===== src/rtl/rv_pkg.sv =====
// Shared RISC-V pipeline definitions: opcodes, bubble instruction and fetch FSM encoding.
// Imported by the fetch stage and its IF/ID register.
package rv_pkg;

  localparam logic [6:0] OP_LOAD   = 7'b0000011;
  localparam logic [6:0] OP_IMM    = 7'b0010011;
  localparam logic [6:0] OP_STORE  = 7'b0100011;
  localparam logic [6:0] OP_RTYPE  = 7'b0110011;
  localparam logic [6:0] OP_BRANCH = 7'b1100011;

  // addi x0,x0,0
  localparam logic [31:0] NOP_INSTR = 32'h0000_0013;

  typedef enum logic [1:0] {
    IDLE  = 2'd0,
    FETCH = 2'd1,
    HOLD  = 2'd2,
    DRAIN = 2'd3
  } fetch_state_e;

  function automatic logic [31:0] align_pc(input logic [31:0] a);
    return {a[31:2], 2'b00};
  endfunction

endpackage


===== src/rtl/if_id_reg.sv =====
// IF/ID pipeline register: load a new instruction, insert a bubble, or hold.
// Bubble wins over load; an invalid entry always carries the NOP word.
module if_id_reg #(
  parameter logic [31:0] NOP_VAL = rv_pkg::NOP_INSTR
) (
  input  logic        clk_i,
  input  logic        rst_i,
  input  logic        load_i,
  input  logic        bubble_i,
  input  logic [31:0] pc_i,
  input  logic [31:0] instr_i,
  output logic        valid_o,
  output logic [31:0] pc_o,
  output logic [31:0] instr_o
);

  logic        valid_q, valid_d;
  logic [31:0] pc_q, pc_d;
  logic [31:0] instr_q, instr_d;

  always_comb begin
    valid_d = valid_q;
    pc_d    = pc_q;
    instr_d = instr_q;
    if (bubble_i) begin
      valid_d = 1'b0;
      instr_d = NOP_VAL;
    end else if (load_i) begin
      valid_d = 1'b1;
      pc_d    = pc_i;
      instr_d = instr_i;
    end
  end

  always_ff @(posedge clk_i or negedge rst_i) begin
    if (!rst_i) begin
      valid_q <= 1'b0;
      pc_q    <= 32'h0;
      instr_q <= NOP_VAL;
    end else begin
      valid_q <= valid_d;
      pc_q    <= pc_d;
      instr_q <= instr_d;
    end
  end

  assign valid_o = valid_q;
  assign pc_o    = pc_q;
  assign instr_o = instr_q;

endmodule


===== src/rtl/if_fetch_stage.sv =====
// RISC-V instruction fetch: owns the PC, drives instruction memory, fills IF/ID.
// Zero-wait memory gives one instruction per cycle; a stalled response parks in a skid buffer.
module if_fetch_stage #(
  parameter logic [31:0] RESET_PC  = 32'h0000_0000,
  parameter logic [31:0] NOP_INSTR = rv_pkg::NOP_INSTR
) (
  input  logic        clk_i,
  input  logic        rst_i,
  output logic        imem_req_o,
  output logic [31:0] imem_addr_o,
  input  logic        imem_ready_i,
  input  logic [31:0] imem_rdata_i,
  input  logic        stall_i,
  input  logic        redirect_i,
  input  logic [31:0] redirect_pc_i,
  output logic        id_valid_o,
  output logic [31:0] id_pc_o,
  output logic [31:0] id_instr_o,
  output logic [6:0]  id_opcode_o
);

  import rv_pkg::*;

  fetch_state_e state_q, state_d;
  logic [31:0]  pc_q, pc_d;
  logic [31:0]  pend_pc_q, pend_pc_d;
  logic [31:0]  skid_q, skid_d;
  logic [31:0]  target;
  logic         ifid_load, ifid_bubble;
  logic [31:0]  ifid_instr;

  assign target = align_pc(redirect_pc_i);

  always_ff @(posedge clk_i or negedge rst_i) begin
    if (!rst_i) begin
      state_q   <= IDLE;
      pc_q      <= RESET_PC;
      pend_pc_q <= RESET_PC;
      skid_q    <= NOP_INSTR;
    end else begin
      state_q   <= state_d;
      pc_q      <= pc_d;
      pend_pc_q <= pend_pc_d;
      skid_q    <= skid_d;
    end
  end

  always_comb begin
    state_d   = state_q;
    pc_d      = pc_q;
    pend_pc_d = pend_pc_q;
    skid_d    = skid_q;
    case (state_q)
      IDLE: begin
        state_d = FETCH;
        if (redirect_i) pc_d = target;
      end
      FETCH: begin
        if (redirect_i) begin
          if (imem_ready_i) begin
            pc_d = target;
          end else begin
            pend_pc_d = target;
            state_d   = DRAIN;
          end
        end else if (imem_ready_i) begin
          if (stall_i) begin
            skid_d  = imem_rdata_i;
            state_d = HOLD;
          end else begin
            pc_d = pc_q + 32'd4;
          end
        end
      end
      HOLD: begin
        if (redirect_i) begin
          pc_d    = target;
          state_d = FETCH;
        end else if (!stall_i) begin
          pc_d    = pc_q + 32'd4;
          state_d = FETCH;
        end
      end
      DRAIN: begin
        // The abandoned access must complete before the new address may be issued.
        if (redirect_i) pend_pc_d = target;
        if (imem_ready_i) begin
          pc_d    = redirect_i ? target : pend_pc_q;
          state_d = FETCH;
        end
      end
      default: state_d = IDLE;
    endcase
  end

  always_comb begin
    imem_req_o  = 1'b0;
    ifid_load   = 1'b0;
    ifid_bubble = 1'b0;
    ifid_instr  = imem_rdata_i;
    case (state_q)
      IDLE: ifid_bubble = redirect_i;
      FETCH: begin
        imem_req_o = 1'b1;
        if (redirect_i)                     ifid_bubble = 1'b1;
        else if (imem_ready_i && !stall_i)  ifid_load   = 1'b1;
        else if (!imem_ready_i && !stall_i) ifid_bubble = 1'b1;
      end
      HOLD: begin
        ifid_instr = skid_q;
        if (redirect_i)    ifid_bubble = 1'b1;
        else if (!stall_i) ifid_load   = 1'b1;
      end
      DRAIN: begin
        imem_req_o  = 1'b1;
        ifid_bubble = 1'b1;
      end
      default: ;
    endcase
  end

  assign imem_addr_o = pc_q;

  if_id_reg #(.NOP_VAL(NOP_INSTR)) u_if_id_reg (
    .clk_i    (clk_i),
    .rst_i    (rst_i),
    .load_i   (ifid_load),
    .bubble_i (ifid_bubble),
    .pc_i     (pc_q),
    .instr_i  (ifid_instr),
    .valid_o  (id_valid_o),
    .pc_o     (id_pc_o),
    .instr_o  (id_instr_o)
  );

  assign id_opcode_o = id_instr_o[6:0];

endmodule

===== config.mk =====
export PLATFORM = sky130hd
export DESIGN_NAME = if_fetch_stage
export DESIGN_NICKNAME = d
export VERILOG_FILES = /design/src/rtl/rv_pkg.sv /design/src/rtl/if_id_reg.sv /design/src/rtl/if_fetch_stage.sv
export SDC_FILE = /design/constraint.sdc
export NUM_CORES = 1
export LEC_CHECK = 0
export ABC_AREA = 0
export CAP_MARGIN = 20
export CELL_PAD_IN_SITES_DETAIL_PLACEMENT = 0
export CELL_PAD_IN_SITES_GLOBAL_PLACEMENT = 1
export CORE_UTILIZATION = 36
export DETAILED_ROUTE_END_ITERATION = 7
export PLACE_DENSITY = 0.83
export REMOVE_ABC_BUFFERS = 1
export SYNTH_ARGS = -nofsm -noshare
export SYNTH_HDL_FRONTEND = slang
export SYNTH_SLANG_ARGS = --single-unit

===== constraint.sdc =====
create_clock -name clk_i -period 2.27 [get_ports clk_i]
set_input_delay 0.3405 -clock clk_i [delete_from_list [all_inputs] [get_ports clk_i]]
set_output_delay 0.3405 -clock clk_i [all_outputs]
set_load 0.02 [all_outputs]

==> results of run 1 <==
area by class of cell:
class / instances / share of cell area (%)
clock buffer: 19 / 4.013
inverter: 6 / 0.2040
multi-input combinational: 489 / 33.01
sequential: 163 / 37.02
tap: 280 / 3.174
clock inverter: 13 / 1.349
antenna: 2 / 0.04534
timing repair buffer: 238 / 21.19
what timing repair did:
item	in CTS	in global routing
pin swaps	0	1
endpoints found under the hold margin	47	0
gates resized for setup	2	6
cloned	0	1
endpoints found under the setup margin	1	31
setup buffers	0	1
hold buffers	1	0
layer usage:
layer | GRT usage (%) | up-vias | share of wire, %
met5 | 0 | - | 0
met4 | 5.850 | 0 | 1.4
li1 | - | 3052 | -
met2 | 30.39 | 216 | 46
met3 | 6.747 | 24 | 8.8
met1 | 25.81 | 3179 | 44
worst max path at each step:
| stage | from | slack, ps | end |
|---|---|---|---|
| global route | state_q[0] | -80 | imem_addr_o[26] |
| detailed placement | redirect_i | -10 | u_if_id_reg.pc_o[30] |
| CTS | state_q[1] | 20 | imem_req_o |
| finish | state_q[1] | 30 | imem_req_o |
| floorplan | state_q[0] | -4390 | u_if_id_reg.pc_o[0] |
| global placement | redirect_i | 20 | u_if_id_reg.pc_o[31] |
kinds of logic after synthesis:
logic type / count (synthesis) / synth area share [%]
flops: 163 / 51.10
compound gates: 176 / 15.27
fa+ha+maj: 6 / 0.9388
xor+xnor: 3 / 0.3286
simple gates: 178 / 11.30
mux: 126 / 17.24
buf+inv: 65 / 3.818
where the power goes:
| group | switching (uW) | internal, uW | leakage, uW | total (uW) |
|---|---|---|---|---|
| Sequential | 788 | 4030 | 0.00206 | 4820 |
| Combinational | 3330 | 3300 | 0.00217 | 6620 |
| Clock | 1270 | 1670 | 0.000275 | 2940 |
| Total | 5390 | 9000 | 0.00451 | 14400 |
metrics by stage:
step / worst slack, ps / setup TNS, ps
2_1_floorplan: -4393 / -275500
5_1_grt: -78.12 / -765.7
6_report: 29.56 / 0
3_5_place_dp: -12.87 / -50.12
4_1_cts: 21.75 / 0
3_3_place_gp: 24.61 / 0
state kept, by name (all words and copies together) (netlist names):
register,cells
u_if_id_reg.instr_o,32
skid_q,32
u_if_id_reg.pc_o,32
imem_addr_o,32
u_if_id_reg.valid_o,1
pend_pc_q,32
state_q,2
placed cells by master (no fill, tap or decap), drive strengths merged, types with 5 or more instances in the layout:
cell type	instances
and4	5
dfstp	6
ha	6
mux2i	32
nor2b	5
clkdlybuf4s50	169
nand4	9
dfrtp	157
and3	7
o21ai	47
nor3	8
inv	10
a21oi	20
and2	5
a32o	8
nand2	40
clkinvlp	5
buf	67
a211oi	32
a31oi	6
a221oi	7
nand3	12
clkbuf	19
nor2	68
a22oi	9
nand2b	7
o31ai	7
mux2	94
worst max-delay path, delay by kind of cell, from the launching register on:
family                   cells  cell delay (ps)
buffers and inverters        2              450
adder cells (fa/ha/maj)      1              310
flip-flops                   1              370
AND/OR/NAND/NOR              1              340
==> flow_summary.toml, run 1 <==
[timing]
worst_slew_pin_slew_ps = 507.2
fin_crit_ps = 2240
fin_skew_ps = 9.468
max_clock_freq_mhz = 446.3
rsz0062_at_grt = "true"
fin_crit_sh_pct = 98.70
final-setup-viol-count = 0
hold_viol = 0
maxSlewHeadroom_pct = 66.19
timing.hold.ws_ps = 410.8
finalMaxSlewViolations = 0

[global_route]
grt.total_usage_pct = 19.62
overflow = 0
grt_max_degree = 62
grt_pass1_vias = 6311
grt_pass1_wl_um = 34000
antenna_found_initial = 2

[pwr]
vdd_drop_max_mv = 0.6854
power.density_mw_per_mm2 = 1303
total_power_uw = 14390
p_leak_uw = 0.004509

[critical_path]
end_kind = "output pin"
max_stage_delay_ps = 370
crit_chain = "inv_1 -> ha_1 -> or2_2 -> dlygate4sd2_1"
crit_fanout = 10
cp_data_required_time_ps = 1930
crit_slowest_cell = "dfrtp_1"
cp.arrival_ps = 1900
rrSetupSlack_ps = 70
cp-start-kind = "register"
r2r-start = "state_q[0]"
reg2regPathDepth = 8
crit_type = "register to output pin"
reg2reg_to = "imem_addr_o[10]"

[synth]
synthesis.area_mm2 = 0.007996
synth_top_area_cell = "dfrtp_1"
ys_seq_elements = 163
synth-async-reset-ratio_pct = 100.0
seq_area_frac_synth_pct = 51.10
yosys_most_used_dff = "dfrtp_1"
netlist_instances = 717
synth.avg_cell_area_um2 = 11.15
yosysMostFrequentCell = "dfrtp_1"
synth_edf_count = 0
synth_cell_type_count = 70
synthTopCellsByArea = "dfrtp_1 49%, mux2_2 13%, mux2i_1 4.0%"
ys_warn_count = 0
synth_top_area_share_pct = 49.13
synth.top_cells.by_count = "157 x dfrtp_1, 93 x mux2_2, 68 x nor2_1, 47 x o21ai_0, 40 x nand2_1"

[place]
place_inst = 1173
dp_hpwl_um = 14870
routabilityCongestion = 0.8207
portBuffers = 171
placed_cell_area_mm2 = 0.01039

[layout]
register_area_mm2 = 0.004086
syn2layout_area_growth_pct = 38.04
final_area_mm2 = 0.01104
multi_input_area_mm2 = 0.003643
finalNonFillerCells = 1210
fillers = 1981
postLayoutCoreUtil_pct = 50.58
drive_gt1_share_pct = 23.60
nNetsFinal = 990

[routing]
drtIter0Drc = 289
wl_per_cell_um = 17.92
drc = 0
vias = 6471
drt_pass1_iterations = 5
wl_um = 21680
ant_nets = 0
avgViaCountPerCell = 5.348

[die]
dieArea_mm2 = 0.02281
io_pins = 174
coreArea_mm2 = 0.02182
rows = 54
die_h_um = 151.0
initial_core_util_pct = 36.64
die_w_um = 151.0

[clock_tree]
clk_pin_slew_ps = 70
numCtsBuffers = 17
clock-sinks = 163
clock_latency_ps = 430
root_buffer = "clkbuf_16"
cts_tree = "yes"
cts.path.max_buffers = 2
htreeDepth = 4

[flow_run]
drv_cap = 0

[min_path]
hp-class = "input pin to async pin"

[run_status]
status = "finished clean"
No activity file was read; power rests on OpenSTA's default activity.
==> inputs of run 2 (changes only) <==
Settings changed: SLEW_MARGIN from default to 15.
==> results of run 2 <==
No change in the layout: final DEF, timing and power equal those of run 1.
